File: config.mk
export PLATFORM = sky130hd
export DESIGN_NAME = ifetch_bus_ctrl
export DESIGN_NICKNAME = d
export VERILOG_FILES = /design/src/rtl/ifetch_bus_ctrl.sv
export SDC_FILE = /design/constraint.sdc
export NUM_CORES = 1
export LEC_CHECK = 0
export ABC_AREA = 0
export CORE_AREA = 2 2 103 105
export CTS_BUF_LIST = sky130_fd_sc_hd__clkbuf_8
export CTS_CLUSTER_SIZE = 14
export DETAILED_ROUTE_END_ITERATION = 12
export DIE_AREA = 0 0 105 107
export DONT_BUFFER_PORTS = 1
export PLACE_DENSITY = 0.65
export SYNTH_ARGS = -nofsm -noshare
export SYNTH_HDL_FRONTEND = slang
export SYNTH_SLANG_ARGS = --single-unit
export TNS_END_PERCENT = 10
File: constraint.sdc
create_clock -name cpu_clk -period 1.75 [get_ports cpu_clk]
set_clock_uncertainty 0.05 [all_clocks]
set_input_delay 0.2625 -clock cpu_clk [delete_from_list [all_inputs] [get_ports cpu_clk]]
set_output_delay 0.2625 -clock cpu_clk [all_outputs]
set_load 0.03 [all_outputs]
File: src/rtl/ifetch_bus_ctrl.sv
// rtl/ifetch_bus_ctrl.sv - instruction-side bus controller with fetch/debug arbitration
module ifetch_bus_ctrl #(
    parameter int ADDR_WIDTH  = 32,
    parameter int INSTR_WIDTH = 32
) (
    input  logic                   cpu_clk,
    input  logic                   cpu_rstn,
    input  logic [ADDR_WIDTH-1:0]  next_pc,
    output logic                   instr_read_data_valid,
    output logic [INSTR_WIDTH-1:0] instr_read_data,
    input  logic                   dbg_req,
    input  logic                   dbg_we,
    input  logic [ADDR_WIDTH-1:0]  dbg_addr,
    input  logic [INSTR_WIDTH-1:0] dbg_wdata,
    output logic                   dbg_gnt,
    output logic                   dbg_rvalid,
    output logic [INSTR_WIDTH-1:0] dbg_rdata,
    output logic                   bus_req,
    output logic                   bus_we,
    output logic [ADDR_WIDTH-1:0]  bus_addr,
    output logic [INSTR_WIDTH-1:0] bus_wdata,
    input  logic                   bus_gnt,
    input  logic                   bus_rvalid,
    input  logic [INSTR_WIDTH-1:0] bus_rdata
);

    typedef enum logic [1:0] {
        ST_IDLE,
        ST_REQ,
        ST_RESP
    } state_t;

    typedef enum logic {
        OWN_FETCH,
        OWN_DBG
    } owner_t;

    localparam logic [ADDR_WIDTH-1:0] WORD_MASK = ~ADDR_WIDTH'(3);

    state_t                 state, state_nxt;
    owner_t                 owner, owner_nxt;
    logic                   dbg_prio, dbg_prio_nxt;
    logic                   stale, stale_nxt;
    logic [ADDR_WIDTH-1:0]  req_addr, req_addr_nxt;
    logic                   req_we, req_we_nxt;
    logic [INSTR_WIDTH-1:0] req_wdata, req_wdata_nxt;

    logic                   pc_match;
    logic                   resp_fire;
    logic                   issue;

    assign pc_match  = (next_pc == req_addr);
    assign resp_fire = (state == ST_RESP) && bus_rvalid;

    // Request attributes are registered at REQ entry so the bus sees a stable request.
    assign bus_req   = (state == ST_REQ);
    assign bus_we    = req_we;
    assign bus_addr  = req_addr;
    assign bus_wdata = req_wdata;
    assign dbg_gnt   = bus_req && bus_gnt && (owner == OWN_DBG);

    // Responses pass straight through; fetch data is qualified by the live next_pc.
    assign instr_read_data_valid = resp_fire && (owner == OWN_FETCH) && !stale && pc_match;
    assign instr_read_data       = instr_read_data_valid ? bus_rdata : '0;
    assign dbg_rvalid            = resp_fire && (owner == OWN_DBG);
    assign dbg_rdata             = dbg_rvalid ? bus_rdata : '0;

    // Next-state, arbitration and stale tracking.
    always_comb begin
        state_nxt     = state;
        owner_nxt     = owner;
        dbg_prio_nxt  = dbg_prio;
        stale_nxt     = stale;
        req_addr_nxt  = req_addr;
        req_we_nxt    = req_we;
        req_wdata_nxt = req_wdata;
        issue         = 1'b0;

        if ((owner == OWN_FETCH) && (state != ST_IDLE) && !pc_match) begin
            stale_nxt = 1'b1;
        end

        case (state)
            ST_IDLE: begin
                issue = 1'b1;
            end
            ST_REQ: begin
                if (bus_gnt) begin
                    state_nxt = ST_RESP;
                end
            end
            ST_RESP: begin
                if (bus_rvalid) begin
                    // Finishing a fetch hands priority to debug, finishing debug takes it back.
                    dbg_prio_nxt = (owner == OWN_FETCH);
                    issue        = 1'b1;
                end
            end
            default: begin
                state_nxt = ST_IDLE;
            end
        endcase

        if (issue) begin
            state_nxt = ST_REQ;
            stale_nxt = 1'b0;
            if (dbg_req && dbg_prio_nxt) begin
                owner_nxt     = OWN_DBG;
                req_addr_nxt  = dbg_addr & WORD_MASK;
                req_we_nxt    = dbg_we;
                req_wdata_nxt = dbg_wdata;
            end else begin
                owner_nxt     = OWN_FETCH;
                req_addr_nxt  = next_pc & WORD_MASK;
                req_we_nxt    = 1'b0;
                req_wdata_nxt = '0;
            end
        end
    end

    // State register; reset drops any transaction in flight.
    always_ff @(posedge cpu_clk or negedge cpu_rstn) begin
        if (!cpu_rstn) begin
            state     <= ST_IDLE;
            owner     <= OWN_FETCH;
            dbg_prio  <= 1'b1;
            stale     <= 1'b0;
            req_addr  <= '0;
            req_we    <= 1'b0;
            req_wdata <= '0;
        end else begin
            state     <= state_nxt;
            owner     <= owner_nxt;
            dbg_prio  <= dbg_prio_nxt;
            stale     <= stale_nxt;
            req_addr  <= req_addr_nxt;
            req_we    <= req_we_nxt;
            req_wdata <= req_wdata_nxt;
        end
    end

endmodule

==> impl_metrics.env, run 1 <==
export IMPL_overflow=0
export IMPL_coreArea_mm2=0.0101
export IMPL_synthAdderAreaFrac_pct=0
export IMPL_swShare_pct=47.8
export IMPL_synth_mux_area_share_pct=0
export IMPL_synth_most_common_cell="nand2_1"
export IMPL_netlist_instances=494
export IMPL_worst_path_max_fanout=11
export IMPL_drive_gt1_share_pct=31.7
export IMPL_grt_max_degree=69
export IMPL_crit_type="reg -> out"
export IMPL_wl_per_cell_um=19.0
export IMPL_yosys_top_cells_count="nand2_1 (98), dfrtp_1 (67), nand3_1 (65), a21oi_1 (60)"
export IMPL_ant_nets=0
export IMPL_antenna_found_initial=0
export IMPL_fin_crit_ns=2.61
export IMPL_fillers=800
export IMPL_grt_pass1_vias=4560
export IMPL_cap_viol_max_count=0
export IMPL_p_clk_share_pct=15.8
export IMPL_p_switching_mw=4.32
export IMPL_syn2layout_area_growth_pct=61.7
export IMPL_ys_top_cells_by_area="dfrtp_1 (42%), nand2_1 (9.2%), nand3_1 (8.1%)"
export IMPL_num_rows=37
export IMPL_cts_sinks=68
export IMPL_hold_buffers=64
export IMPL_rsz0062_at_grt="true"
export IMPL_hpwlAfterDp_um=9680
export IMPL_reg2regPathDepth=5
export IMPL_cp_data_arrival_time_ns=2.30
export IMPL_hp_class="in -> async"
export IMPL_cts_tree="yes"
export IMPL_routed_wl_um=15000
export IMPL_synth_compound_area_share_pct=8.60
export IMPL_grt_pass1_wl_um=23400
export IMPL_critical_path_max_stage_delay_ns=0.68
export IMPL_start_util_pct=39.6
export IMPL_setup_viol=67
export IMPL_max_freq_ghz=0.383
export IMPL_vias_per_cell=5.46
export IMPL_finalPower_mw=9.05
export IMPL_synth_top_family_by_area="simple AND/OR/NAND/NOR gates"
export IMPL_drc=0
export IMPL_fin_cells=788
export IMPL_antenna_cells=0
export IMPL_io_buffers=0
export IMPL_max_vdd_ir_drop_mv=0.941
export IMPL_crit_buf_inv=2
export IMPL_synth_seq_cells=68
export IMPL_critPathRequiredTime_ns=1.44
export IMPL_crit_path_start_kind="flip-flop"
export IMPL_dieArea_mm2=0.0112
export IMPL_cts_path_max_buffers=2
export IMPL_synth_top_cell_area_share_pct=41.9
export IMPL_synth_cell_types=30
export IMPL_yosys_warnings=0
export IMPL_die_y_um=107
export IMPL_io_pins=267
export IMPL_cp_slowest_cell="or4_4"
export IMPL_synth_area_leader_cell="dfrtp_1"
export IMPL_dpl_cell_count=706
export IMPL_route_vias_total=4301
export IMPL_cp_end_kind="output port"
export IMPL_cts_buffers=9
export IMPL_violations="hold timing, setup timing"
export IMPL_dr_pass1_iters=6
export IMPL_synth_xor_area_share_pct=6.57
export IMPL_multiInputGateArea_mm2=0.00235
export IMPL_worst_path_most_repeated_cell="buf_12"
export IMPL_worstSkewPairLatency_ns=0.34
export IMPL_register_area_mm2=0.00172
export IMPL_drtIter0Drc=399
export IMPL_combinationalPowerShare_pct=49.3
export IMPL_crit_family="simple AND/OR/NAND/NOR gates"
export IMPL_netlist_area_mm2=0.00400
export IMPL_sequentialPowerShare_pct=35.0
export IMPL_leakage_nw=3.33
export IMPL_worstPathCellList="xnor2_2 -> nand4_1 -> or4_4 -> buf_12 -> nor3_4 -> buf_12"
export IMPL_synth_top_flop_cell="dfrtp_1"
export IMPL_place_gp_congestion=0.889
export IMPL_layout_setup_ws_ns=-0.860
export IMPL_ys_async_sr_fraction_pct=100
export IMPL_fp_dieW_um=105
export IMPL_clk_pin_slew_worst_paths_ns=0.07
export IMPL_slew_violations=0
export IMPL_synth_simple_area_share_pct=36.2
export IMPL_track_usage_pct=26.4
export IMPL_cts_htree_levels=3
export IMPL_finalNetCount=781
export IMPL_whs_ns=-0.444
export IMPL_powerDensity_mw_per_mm2=1400
export IMPL_crit_cells=6
export IMPL_syn_mean_instance_area_um2=8.09
export IMPL_cts_root_buf="clkbuf_8"
export IMPL_ys_seq_area_share_pct=42.6
export IMPL_intPower_mw=4.73
export IMPL_hold_viol=68
export IMPL_status="finished, violations left"
export IMPL_ff2ff_setup_slack_ns=-0.25
export IMPL_synth_edf_count=0
export IMPL_fin_crit_sh_pct=149
[worst paths after layout]
path,start,end
max,bus_addr[9]$_DFFE_PN0P_,instr_read_data[14]
min,cpu_rstn,bus_wdata[6]$_DFFE_PN0P_
max reg2reg,bus_addr[9]$_DFFE_PN0P_,stale$_DFFE_PN0P_
min reg2reg,dbg_prio$_DFF_PN1_,dbg_prio$_DFF_PN1_
max in group asynchronous,cpu_rstn,dbg_prio$_DFF_PN1_
min in group cpu_clk,dbg_addr[24],bus_addr[24]$_DFFE_PN0P_
[kinds of logic after synthesis]
kind of cell / count (synthesis)
other: 1
buffers and inverters: 51
and+or+nand+nor: 278
AOI/OAI and AO/OA: 66
DFF: 68
xor gates and xnor gates: 30
[area by class of cell]
type | count | area share, %
well taps | 136 | 2.63
clock inverters | 6 | 1.24
repair buffers | 189 | 30.8
flip-flops and latches | 68 | 26.6
inverters | 3 | 0.174
multi-input cells | 376 | 36.3
clock buffers | 10 | 2.13
[registers in the layout (all words and copies together), names as in the netlist]
signal     flops
owner          1
bus_we         1
bus_addr      30
dbg_prio       1
bus_wdata     32
stale          1
state          2
[worst reg2reg max path, cell delays in order, from the launching register on]
cell and delay, ns:
dfrtp_1 0.42, xnor2_2 0.16, nand4_1 0.14, or4_4 0.68, buf_4 0.21, o221a_2 0.24
[per-layer routing]
metal  global-route usage [%]  vias to the layer above  wire length (µm)
li1                         -                     1975                 -
met5                        0                        -                 0
met3                     8.75                       38              1450
met2                     47.8                      253              7690
met1                     27.8                     2035              5350
met4                     12.0                        0               468
[power groups by stage]
| stage | combinational [mW] | clock (mW) | sequential (mW) |
|---|---|---|---|
| after global routing | 4.82 | 1.52 | 3.24 |
| after global placement | 4.12 | 0 | 3.13 |
| final | 4.46 | 1.43 | 3.16 |
| after CTS | 4.38 | 1.44 | 3.16 |
| after floorplan | 2.00 | 0 | 3.85 |
| after detailed placement | 4.22 | 0 | 3.16 |
[timing repair]
item / CTS / global route
endpoints found under the setup margin: 68 / 94
pin swaps: 2 / 4
buffers inserted: 1 / 0
gates resized for setup: 37 / 8
endpoints found under the hold margin: 133 / 68
gates cloned: 1 / 0
[cell usage in the layout (no fill, tap or decap), drive strengths merged, types with 2 or more instances in the layout]
master / n
o21ai: 3
clkbuf: 10
conb: 2
nor4: 5
dfrtp: 67
xnor2: 15
nor2: 33
nand2: 98
nand3: 65
xor2: 15
and3: 33
nor3: 32
buf: 125
dlygate4sd3: 64
nand4: 5
clkinv: 2
inv: 4
bufinv: 2
nand2b: 2
a21oi: 60
nor2b: 2
[per-stage QoR]
stage                     setup TNS (ns)  area, µm²  worst slack, ns  util [%]
after CTS                         -30.19       6430           -0.825      63.7
after global routing              -38.19       6460           -0.969      64.1
after detailed placement          -14.17       5390           -0.450      53.4
after global placement            -15.30       5390           -0.476      53.4
final                             -30.20       6460           -0.860      64.1
after floorplan                   -15.60       4260           -0.461         -
Power figures use the tool's default switching activity.
==> inputs of run 2 (changes only) <==
--- a/config.mk
+++ b/config.mk
@@ -12,6 +12,7 @@
 export DETAILED_ROUTE_END_ITERATION = 12
 export DIE_AREA = 0 0 105 107
 export DONT_BUFFER_PORTS = 1
+export GPL_ROUTABILITY_DRIVEN = 0
 export PLACE_DENSITY = 0.65
 export SYNTH_ARGS = -nofsm -noshare
 export SYNTH_HDL_FRONTEND = slang
==> results of run 2 <==
The final DEF is identical to that of run 1; final timing and power are the same.
